==> config.mk <==
export PLATFORM = sky130hd
export DESIGN_NAME = entradas_flat
export DESIGN_NICKNAME = d
export VERILOG_FILES = /design/src/rtl/entradas_pkg.sv /design/src/rtl/entradas_if.sv /design/src/rtl/entradas_contador_to.sv /design/src/rtl/entradas.sv /design/src/flat_wrapper.sv
export SDC_FILE = /design/constraint.sdc
export NUM_CORES = 1
export LEC_CHECK = 0
export CORE_ASPECT_RATIO = 1.5
export CORE_MARGIN = 5
export CORE_UTILIZATION = 44
export DETAILED_ROUTE_END_ITERATION = 6
export PLACE_DENSITY = 0.94
export SYNTH_ARGS = -nofsm -noshare
export SYNTH_HDL_FRONTEND = slang
export SYNTH_SLANG_ARGS = --single-unit
==> constraint.sdc <==
create_clock -name CLK -period 2.55 [get_ports CLK]
set_clock_uncertainty 0.1 [all_clocks]
set_input_delay 0.51 -clock CLK [delete_from_list [all_inputs] [get_ports CLK]]
set_output_delay 0.51 -clock CLK [all_outputs]
set_load 0.05 [all_outputs]
==> src/rtl/entradas_pkg.sv <==
// -----------------------------------------------------------------------------
// entradas_pkg
// Shared definitions for the MicroUAZ input-port read unit.
//   SEL_DIRECTO   : SELEC code, port address taken from the RY index
//   SEL_INDIRECTO : SELEC code, port address taken from the contents of RY
//   estado_t      : handshake FSM states
//   es_selec_valido() : true for the SELEC codes this unit responds to
// The SEL_* codes are also decoded by the output unit, so keep them in sync.
// -----------------------------------------------------------------------------
package entradas_pkg;

    localparam logic [2:0] SEL_DIRECTO   = 3'b001;
    localparam logic [2:0] SEL_INDIRECTO = 3'b010;

    typedef enum logic [1:0] {
        REPOSO    = 2'd0,
        PETICION  = 2'd1,
        ESCRITURA = 2'd2,
        LIBERA    = 2'd3
    } estado_t;

    function automatic logic es_selec_valido(input logic [2:0] selec);
        return (selec == SEL_DIRECTO) || (selec == SEL_INDIRECTO);
    endfunction

endpackage

==> src/rtl/entradas_if.sv <==
// -----------------------------------------------------------------------------
// entradas_if
// Bundles the decoder request, the external input bus handshake and the
// register-file write port of the input unit.
//   master : decoder / device / register-file side
//   slave  : the entradas unit
//   INICIO, SELEC, RX, RY, RY_DATO : request from the instruction decoder
//   DATO_IN, LISTO_IN              : data and acknowledge from the device
//   DIR_IN, LEER                   : port address and read request to device
//   ESCRIBE_RX, RX_DIR, RX_DATO    : register-file write strobe/index/data
//   OCUPADO, ERROR_TO              : busy and sticky timeout status
// -----------------------------------------------------------------------------
interface entradas_if;

    logic       INICIO;
    logic [2:0] SELEC;
    logic [2:0] RX;
    logic [2:0] RY;
    logic [7:0] RY_DATO;
    logic [7:0] DATO_IN;
    logic       LISTO_IN;
    logic [7:0] DIR_IN;
    logic       LEER;
    logic       ESCRIBE_RX;
    logic [2:0] RX_DIR;
    logic [7:0] RX_DATO;
    logic       OCUPADO;
    logic       ERROR_TO;

    modport master (
        output INICIO, SELEC, RX, RY, RY_DATO, DATO_IN, LISTO_IN,
        input  DIR_IN, LEER, ESCRIBE_RX, RX_DIR, RX_DATO, OCUPADO, ERROR_TO
    );

    modport slave (
        input  INICIO, SELEC, RX, RY, RY_DATO, DATO_IN, LISTO_IN,
        output DIR_IN, LEER, ESCRIBE_RX, RX_DIR, RX_DATO, OCUPADO, ERROR_TO
    );

endinterface

==> src/rtl/entradas_contador_to.sv <==
// -----------------------------------------------------------------------------
// contador_to
// Saturating wait counter shared by both handshake wait states.
//   clk   : clock, rising edge
//   srst  : synchronous active-high reset
//   i_clr : clear the count (has priority over i_en)
//   i_en  : advance the count by one
//   o_fin : count has reached TIMEOUT-1, the wait has expired
// The count stops at TIMEOUT-1 instead of wrapping, so o_fin stays asserted
// until cleared.
// -----------------------------------------------------------------------------
module contador_to #(
    parameter int TIMEOUT = 16
) (
    input  logic clk,
    input  logic srst,
    input  logic i_clr,
    input  logic i_en,
    output logic o_fin
);

    localparam int CNT_W = (TIMEOUT > 2) ? $clog2(TIMEOUT) : 1;
    localparam logic [CNT_W-1:0] CNT_MAX = CNT_W'(TIMEOUT - 1);

    logic [CNT_W-1:0] r_cnt;

    assign o_fin = (r_cnt == CNT_MAX);

    always_ff @(posedge clk) begin
        if (srst || i_clr) begin
            r_cnt <= '0;
        end else if (i_en && !o_fin) begin
            r_cnt <= r_cnt + 1'b1;
        end
    end

endmodule

==> src/rtl/entradas.sv <==
// -----------------------------------------------------------------------------
// entradas
// Input-port read unit. On an accepted INICIO it latches the port address and
// destination register, raises LEER until the device acknowledges with
// LISTO_IN, captures DATO_IN, pulses ESCRIBE_RX for one cycle and then waits
// for LISTO_IN to drop. Either wait aborts after TIMEOUT cycles and sets the
// sticky ERROR_TO flag.
//   CLK : clock, rising edge
//   RST : synchronous active-high reset
//   bus : entradas_if.slave (decoder request, device handshake, RF write)
// -----------------------------------------------------------------------------
module entradas
    import entradas_pkg::*;
#(
    parameter int TIMEOUT = 16
) (
    input  logic        CLK,
    input  logic        RST,
    entradas_if.slave   bus
);

    estado_t    r_state;
    estado_t    w_next_state;
    logic [7:0] r_dir_in;
    logic [2:0] r_rx_dir;
    logic [7:0] r_rx_dato;
    logic       r_error_to;

    logic       w_acepta;
    logic       w_captura;
    logic       w_timeout;
    logic       w_cnt_clr;
    logic       w_cnt_en;
    logic       w_cnt_fin;
    logic [7:0] w_dir;

    // Address is resolved from the decoder fields at the moment of acceptance.
    assign w_dir = (bus.SELEC == SEL_DIRECTO) ? {5'b00000, bus.RY} : bus.RY_DATO;

    contador_to #(
        .TIMEOUT (TIMEOUT)
    ) u_contador_to (
        .clk   (CLK),
        .srst  (RST),
        .i_clr (w_cnt_clr),
        .i_en  (w_cnt_en),
        .o_fin (w_cnt_fin)
    );

    always_ff @(posedge CLK) begin
        if (RST) begin
            r_state <= REPOSO;
        end else begin
            r_state <= w_next_state;
        end
    end

    always_comb begin
        w_next_state = r_state;
        w_acepta     = 1'b0;
        w_captura    = 1'b0;
        w_timeout    = 1'b0;
        w_cnt_clr    = 1'b0;
        w_cnt_en     = 1'b0;
        case (r_state)
            REPOSO: begin
                // Holding the counter clear while idle means each wait starts at 0.
                w_cnt_clr = 1'b1;
                if (bus.INICIO && es_selec_valido(bus.SELEC)) begin
                    w_acepta     = 1'b1;
                    w_next_state = PETICION;
                end
            end
            PETICION: begin
                if (bus.LISTO_IN) begin
                    w_captura    = 1'b1;
                    w_next_state = ESCRITURA;
                end else if (w_cnt_fin) begin
                    w_timeout    = 1'b1;
                    w_next_state = REPOSO;
                end else begin
                    w_cnt_en = 1'b1;
                end
            end
            ESCRITURA: begin
                w_cnt_clr    = 1'b1;
                w_next_state = LIBERA;
            end
            LIBERA: begin
                if (!bus.LISTO_IN) begin
                    w_next_state = REPOSO;
                end else if (w_cnt_fin) begin
                    w_timeout    = 1'b1;
                    w_next_state = REPOSO;
                end else begin
                    w_cnt_en = 1'b1;
                end
            end
            default: begin
                w_next_state = REPOSO;
            end
        endcase
    end

    always_ff @(posedge CLK) begin
        if (RST) begin
            r_dir_in   <= 8'h00;
            r_rx_dir   <= 3'b000;
            r_rx_dato  <= 8'h00;
            r_error_to <= 1'b0;
        end else begin
            if (w_acepta) begin
                r_dir_in   <= w_dir;
                r_rx_dir   <= bus.RX;
                r_error_to <= 1'b0;
            end
            if (w_captura) begin
                r_rx_dato <= bus.DATO_IN;
            end
            if (w_timeout) begin
                r_error_to <= 1'b1;
            end
        end
    end

    assign bus.DIR_IN     = r_dir_in;
    assign bus.RX_DIR     = r_rx_dir;
    assign bus.RX_DATO    = r_rx_dato;
    assign bus.ERROR_TO   = r_error_to;
    assign bus.LEER       = (r_state == PETICION);
    assign bus.ESCRIBE_RX = (r_state == ESCRITURA);
    assign bus.OCUPADO    = (r_state != REPOSO);

endmodule
==> src/flat_wrapper.sv <==
// flat-port wrapper written by rule: the top's interface ports become plain ports
module entradas_flat import entradas_pkg::*;
#(
    parameter int TIMEOUT = 16
)
  (CLK, RST, bus_INICIO, bus_SELEC, bus_RX, bus_RY, bus_RY_DATO, bus_DATO_IN, bus_LISTO_IN, bus_DIR_IN, bus_LEER, bus_ESCRIBE_RX, bus_RX_DIR, bus_RX_DATO, bus_OCUPADO, bus_ERROR_TO);
  entradas_if bus_i ();
  input  logic CLK;
  input  logic RST;
  input wire logic [$bits(bus_i.INICIO)-1:0] bus_INICIO;
  input wire logic [$bits(bus_i.SELEC)-1:0] bus_SELEC;
  input wire logic [$bits(bus_i.RX)-1:0] bus_RX;
  input wire logic [$bits(bus_i.RY)-1:0] bus_RY;
  input wire logic [$bits(bus_i.RY_DATO)-1:0] bus_RY_DATO;
  input wire logic [$bits(bus_i.DATO_IN)-1:0] bus_DATO_IN;
  input wire logic [$bits(bus_i.LISTO_IN)-1:0] bus_LISTO_IN;
  output wire logic [$bits(bus_i.DIR_IN)-1:0] bus_DIR_IN;
  output wire logic [$bits(bus_i.LEER)-1:0] bus_LEER;
  output wire logic [$bits(bus_i.ESCRIBE_RX)-1:0] bus_ESCRIBE_RX;
  output wire logic [$bits(bus_i.RX_DIR)-1:0] bus_RX_DIR;
  output wire logic [$bits(bus_i.RX_DATO)-1:0] bus_RX_DATO;
  output wire logic [$bits(bus_i.OCUPADO)-1:0] bus_OCUPADO;
  output wire logic [$bits(bus_i.ERROR_TO)-1:0] bus_ERROR_TO;
  assign bus_i.INICIO = bus_INICIO;
  assign bus_i.SELEC = bus_SELEC;
  assign bus_i.RX = bus_RX;
  assign bus_i.RY = bus_RY;
  assign bus_i.RY_DATO = bus_RY_DATO;
  assign bus_i.DATO_IN = bus_DATO_IN;
  assign bus_i.LISTO_IN = bus_LISTO_IN;
  assign bus_DIR_IN = bus_i.DIR_IN;
  assign bus_LEER = bus_i.LEER;
  assign bus_ESCRIBE_RX = bus_i.ESCRIBE_RX;
  assign bus_RX_DIR = bus_i.RX_DIR;
  assign bus_RX_DATO = bus_i.RX_DATO;
  assign bus_OCUPADO = bus_i.OCUPADO;
  assign bus_ERROR_TO = bus_i.ERROR_TO;
  entradas #(.TIMEOUT(TIMEOUT)) u_core (.CLK(CLK), .RST(RST), .bus(bus_i));
endmodule
* After elaboration in Yosys (flattened, before gate mapping)
Cells that the tools add are included.
** Storage, ports and cells
- Register bits after elaboration :: 26
- Output and inout port bits :: 23
** Cells by class
- $add $sub $neg :: 1
- Equal/unequal tests :: 7
- Muxes and demuxes :: 21
- Reduce and logical (&&, ||, !) cells :: 9
** Operators with widths (number)
- 2-to-1 mux 1 bit :: 13
- 2-to-1 mux 2 bit :: 4
- 2-to-1 mux 8 bit :: 1
- one-hot mux 2 bit (4 select lines) :: 1
- adder 4 x 1 -> 4 bit, second input constant :: 1
- == test 2 bit, second input constant :: 2
- == test 4 bit, second input constant :: 1
- one-hot mux 1 bit (2 select lines) :: 2
- nonzero test 2 bit :: 2
- == test 3 x 1 -> 1 bit, second input constant :: 1
- == test 3 x 2 -> 1 bit, second input constant :: 1
- == test 2 x 1 -> 1 bit, second input constant :: 1
- logical AND 1 bit :: 2
- logical NOT 2 bit :: 1
- logical OR 1 bit :: 2
- inequality test 2 x 1 -> 1 bit, second input constant :: 1
- OR reduction 2 bit :: 1
- logical NOT 1 bit :: 1

* Longest topological paths before layout
- Word-level depth :: 7
- Gate-level depth with buffers :: 5
- Mapped depth without buffers :: 4

* Modules after synthesis
A second synthesis with hierarchy kept.
** Unflattened totals
- Cell total of the unflattened synthesis :: 130
- Area total of the unflattened synthesis :: 1232.4 µm²
** By module, submodules not included
- entradas :: times used 1, cells an instance 108, area each 1021.0 µm²
- contador_to :: times used 1, cells an instance 22, area each 211.5 µm²

* Worst setup path before layout
Ideal clock, no wire load.
- Kind :: register to output
- Start point :: register u_core.r_state[0]
- End point :: output port bus_LEER
- Data arrival time :: 1.208 ns
- Required time :: 1.940 ns
- Path slack :: 0.732 ns
- Cell stages (with the launch flop) :: 4
- Buffers on the path :: 1
- Cell sequence :: dfxtp_1 > buf_2 > inv_1 > nor2_1
** Between the ends
- Word-level cells in the longest chain between the ends :: 1
** Ends and longest elaborated chain
- start, declared :: line entradas.sv:22 : estado_t r_state;
- start signal, assigned :: line entradas.sv:54 : r_state <= w_next_state;
- == test 2 x 1 -> 1 bit :: line entradas.sv:130 : assign bus.LEER = (r_state == PETICION);
- end, declared :: line flat_wrapper.sv:18 : output wire logic [$bits(bus_i.LEER)-1:0] bus_LEER;
No other way between the ends.

* Worst setup path in the final report
- Start point :: register u_core.r_state[1]
- End point :: output port bus_ESCRIBE_RX
** Between the ends
- Word-level cells in the longest chain between the ends :: 1
** Ends and longest elaborated chain
- == test 2 bit :: line entradas.sv:131 : assign bus.ESCRIBE_RX = (r_state == ESCRITURA);
- end, declared :: line flat_wrapper.sv:19 : output wire logic [$bits(bus_i.ESCRIBE_RX)-1:0] bus_ESCRIBE_RX;
No other way between the ends.

==> results.json <==
{
  "setup_violations": 0,
  "clock_path_buffers": 2,
  "fillers": 206,
  "synth-compound-area-share_pct": 14.6,
  "p_per_area_mw_per_mm2": 579,
  "rows": 23,
  "max_freq_ghz": 0.412,
  "fp.coreArea_sq_mm": 0.00262,
  "tns_ns": 0,
  "holdPathEnd": "u_core.bus.RX_DIR[0]",
  "viasPerCell": 5.35,
  "synth_top_family_by_area": "simple AND/OR/NAND/NOR gates",
  "routed_wl_um": 3270,
  "cts_made_buffers": 3,
  "layout.cells.non_filler": 211,
  "overflow": 0,
  "ys.warnings.count": 0,
  "hold_violations": 0,
  "numPortBuffers": 51,
  "fin_crit_sh_pct": 95.1,
  "p_leak_nw": 0.726,
  "nets": 205,
  "synth_top_flop_cell": "dfxtp_1",
  "syn_to_final_growth_pct": 50.3,
  "outcome": "finished, final reports clean",
  "regToRegStartpoint": "u_core.u_contador_to.r_cnt[0]",
  "crit_type": "flip-flop to output pin",
  "reg2reg_to": "u_core.u_contador_to.r_cnt[0]",
  "placed_cells": 207,
  "die_w_um": 52.4,
  "drt_iter0_markers": 34,
  "crit_required_ns": 1.94,
  "finalWeightedCongestion": 0.789,
  "drive_gt1_share_pct": 7.47,
  "synth_xor_area_share_pct": 3.59,
  "drt-pass1-iter-count": 4,
  "tightest_slew_ns": 0.596,
  "start_util_pct": 45.2,
  "fp.dieH_um": 73.5,
  "hold_path_class": "flip-flop to flip-flop",
  "dieArea_sq_mm": 0.00385,
  "syn-instance-count": 125,
  "holdPathStages": 2,
  "netlist_area_sq_mm": 0.00118,
  "postSynth.asyncResetShare_pct": 0,
  "rsz0062_at_grt": "no",
  "dr_total_vias": 1128,
  "grtUsageTotal_pct": 16.9,
  "clkTransAtPathRegs_ns": 0.09,
  "diodes": 0,
  "grt_first_pass_wirelength_um": 5030,
  "ys_ff_latch": 26,
  "antenna_found_initial": 0,
  "synthMuxAreaShare_pct": 11.8,
  "cts_tree": "done",
  "crit_arrival_ns": 1.82,
  "stdcell_area_sq_mm": 0.00178,
  "cts-root-buf": "clkbuf_8",
  "maxSlewHeadroom_pct": 60.0,
  "antenna_left": 0,
  "irDropWorstVdd_uv": 434,
  "r2r_slack_ns": 0.95,
  "report.final.slew_viol_count": 0,
  "min_from": "u_core.bus.RX_DIR[0]",
  "cp-end-kind": "output pin",
  "yosysSeqAreaShare_pct": 44.0,
  "ys_types": 35,
  "start_kind": "flip-flop",
  "dp_hpwl_um": 2600,
  "wire_per_inst_um": 15.5,
  "drc": 0,
  "avgSynthCellArea_sq_um": 9.47,
  "reg2reg_depth": 4,
  "syn_nets": 155,
  "yosys.area_share.adder_pct": 1.06,
  "critical_path.max_fanout": 9,
  "design_power_total_mw": 1.03,
  "placed_cell_area_sq_mm": 0.00171,
  "yosys.area_share.simple_pct": 19.5,
  "ios": 52,
  "synth-edff-count": 0,
  "htree_num_levels": 1,
  "period_needed_ns": 2.43,
  "cts_sinks": 26,
  "grt_pass1_vias": 1087,
  "grt_max_degree": 23,
  "maxCapViolations": 0,
  "clk_latency_ns": 0.26,
  "cts_setup_buffers": 0
}
Yosys cell counts, types with 2 or more instances:
| master | instances | area (sq um) |
|---|---|---|
| nand2_1 | 4 | 15.0 |
| buf_6 | 2 | 22.5 |
| mux2i_1 | 14 | 140 |
| o21ai_1 | 8 | 40.0 |
| a21oi_1 | 14 | 70.1 |
| buf_2 | 4 | 20.0 |
| nor2_1 | 10 | 37.5 |
| inv_1 | 2 | 7.51 |
| nand3b_1 | 2 | 15.0 |
| dfxtp_1 | 26 | 521 |
| a211oi_1 | 3 | 22.5 |
| nand3_1 | 5 | 25.0 |
| nor2b_1 | 2 | 12.5 |
| clkbuf_1 | 2 | 7.51 |
| xor2_1 | 2 | 17.5 |
| nand4_1 | 5 | 31.3 |
| nand2b_1 | 2 | 12.5 |
how the worst max path moves through the flow:
stage                                  from              endpoint  slack [ns]  depth (start not counted)
after floorplan           u_core.r_state[0]              bus_LEER        0.73                          3
after global placement    u_core.r_state[0]              bus_LEER        0.43                          3
after detailed placement       bus_SELEC[0]  u_core.bus.DIR_IN[2]        0.26                          4
after CTS                 u_core.r_state[0]              bus_LEER        0.08                          3
after global routing      u_core.r_state[1]        bus_ESCRIBE_RX        0.03                          2
final                     u_core.r_state[1]        bus_ESCRIBE_RX        0.12                          2
worst max-delay path, stage by stage, from the launching register on:
cell,delay [ns]
dfxtp_1,0.51
nor2b_1,0.21
clkdlybuf4s50_1,0.83
cell usage in the layout, fill, tap and decap left out, types with 2 or more instances in the layout:
master,n
xor2_1,2
nand2b_1,2
nand3b_1,2
nand2_1,4
nand3_1,5
nor2_1,10
nor2b_1,2
inv_1,2
clkdlybuf4s50_1,50
mux2i_1,14
clkbuf_8,3
a21oi_1,14
a211oi_1,3
nand4_1,5
o21ai_1,8
buf_4,3
dfxtp_1,26
final cells by class:
type                    instances  area, sq um  share of cell area, %
inverters                       2         7.51                  0.422
multi-input cells              88          598                   33.6
flip-flops and latches         26          520                   29.3
repair buffers                 54          536                   30.1
well taps                      37         46.3                   2.60
clock buffers                   3         41.3                   2.32
clock inverters                 1         30.0                   1.69
registers in the layout (all words and copies together) (netlist names):
register	count
u_core.bus.DIR_IN	8
u_core.bus.ERROR_TO	1
u_core.bus.RX_DATO	8
u_core.bus.RX_DIR	3
u_core.r_state	2
u_core.u_contador_to.r_cnt	4
what timing repair did:
action | in CTS | in global routing
hold endpoints to repair | 0 | 0
endpoints found under the setup margin | 0 | 1
hold buffers | 0 | 0
gates resized for setup | 0 | 1
where the power goes:
| part | internal (mW) | total, mW | switching (mW) |
|---|---|---|---|
| clock network | 0.210 | 0.334 | 0.125 |
| registers | 0.423 | 0.440 | 0.0171 |
| logic | 0.110 | 0.257 | 0.147 |
| total | 0.742 | 1.03 | 0.289 |
through the flow:
step | hold slack, ns | worst slack, ns | utilization [%]
after detailed placement | 0.371 | 0.261 | 65.1
after CTS | 0.383 | 0.0829 | 67.8
after global routing | 0.399 | 0.0317 | 67.9
after global placement | 0.349 | 0.429 | 65.1
final | 0.377 | 0.124 | 67.9
after floorplan | 0.346 | 0.732 | -
layer usage:
metal / routed length, um / part of all wire [%] / GRT usage, % / up-vias
li1: - / - / - / 540
met1: 1180 / 36 / 17.5 / 540
met2: 1860 / 57 / 33.1 / 40
met3: 158 / 4.8 / 2.03 / 8
met4: 65 / 2.0 / 6.25 / 0
met5: 0 / 0 / 0 / -
cell families after synthesis:
group           count (synthesis)
compound gates                 30
xor+xnor                        4
fa+ha+maj                       1
buf+inv                        11
flops                          26
mux                            14
simple gates                   39
Power figures use the tool's default switching activity.
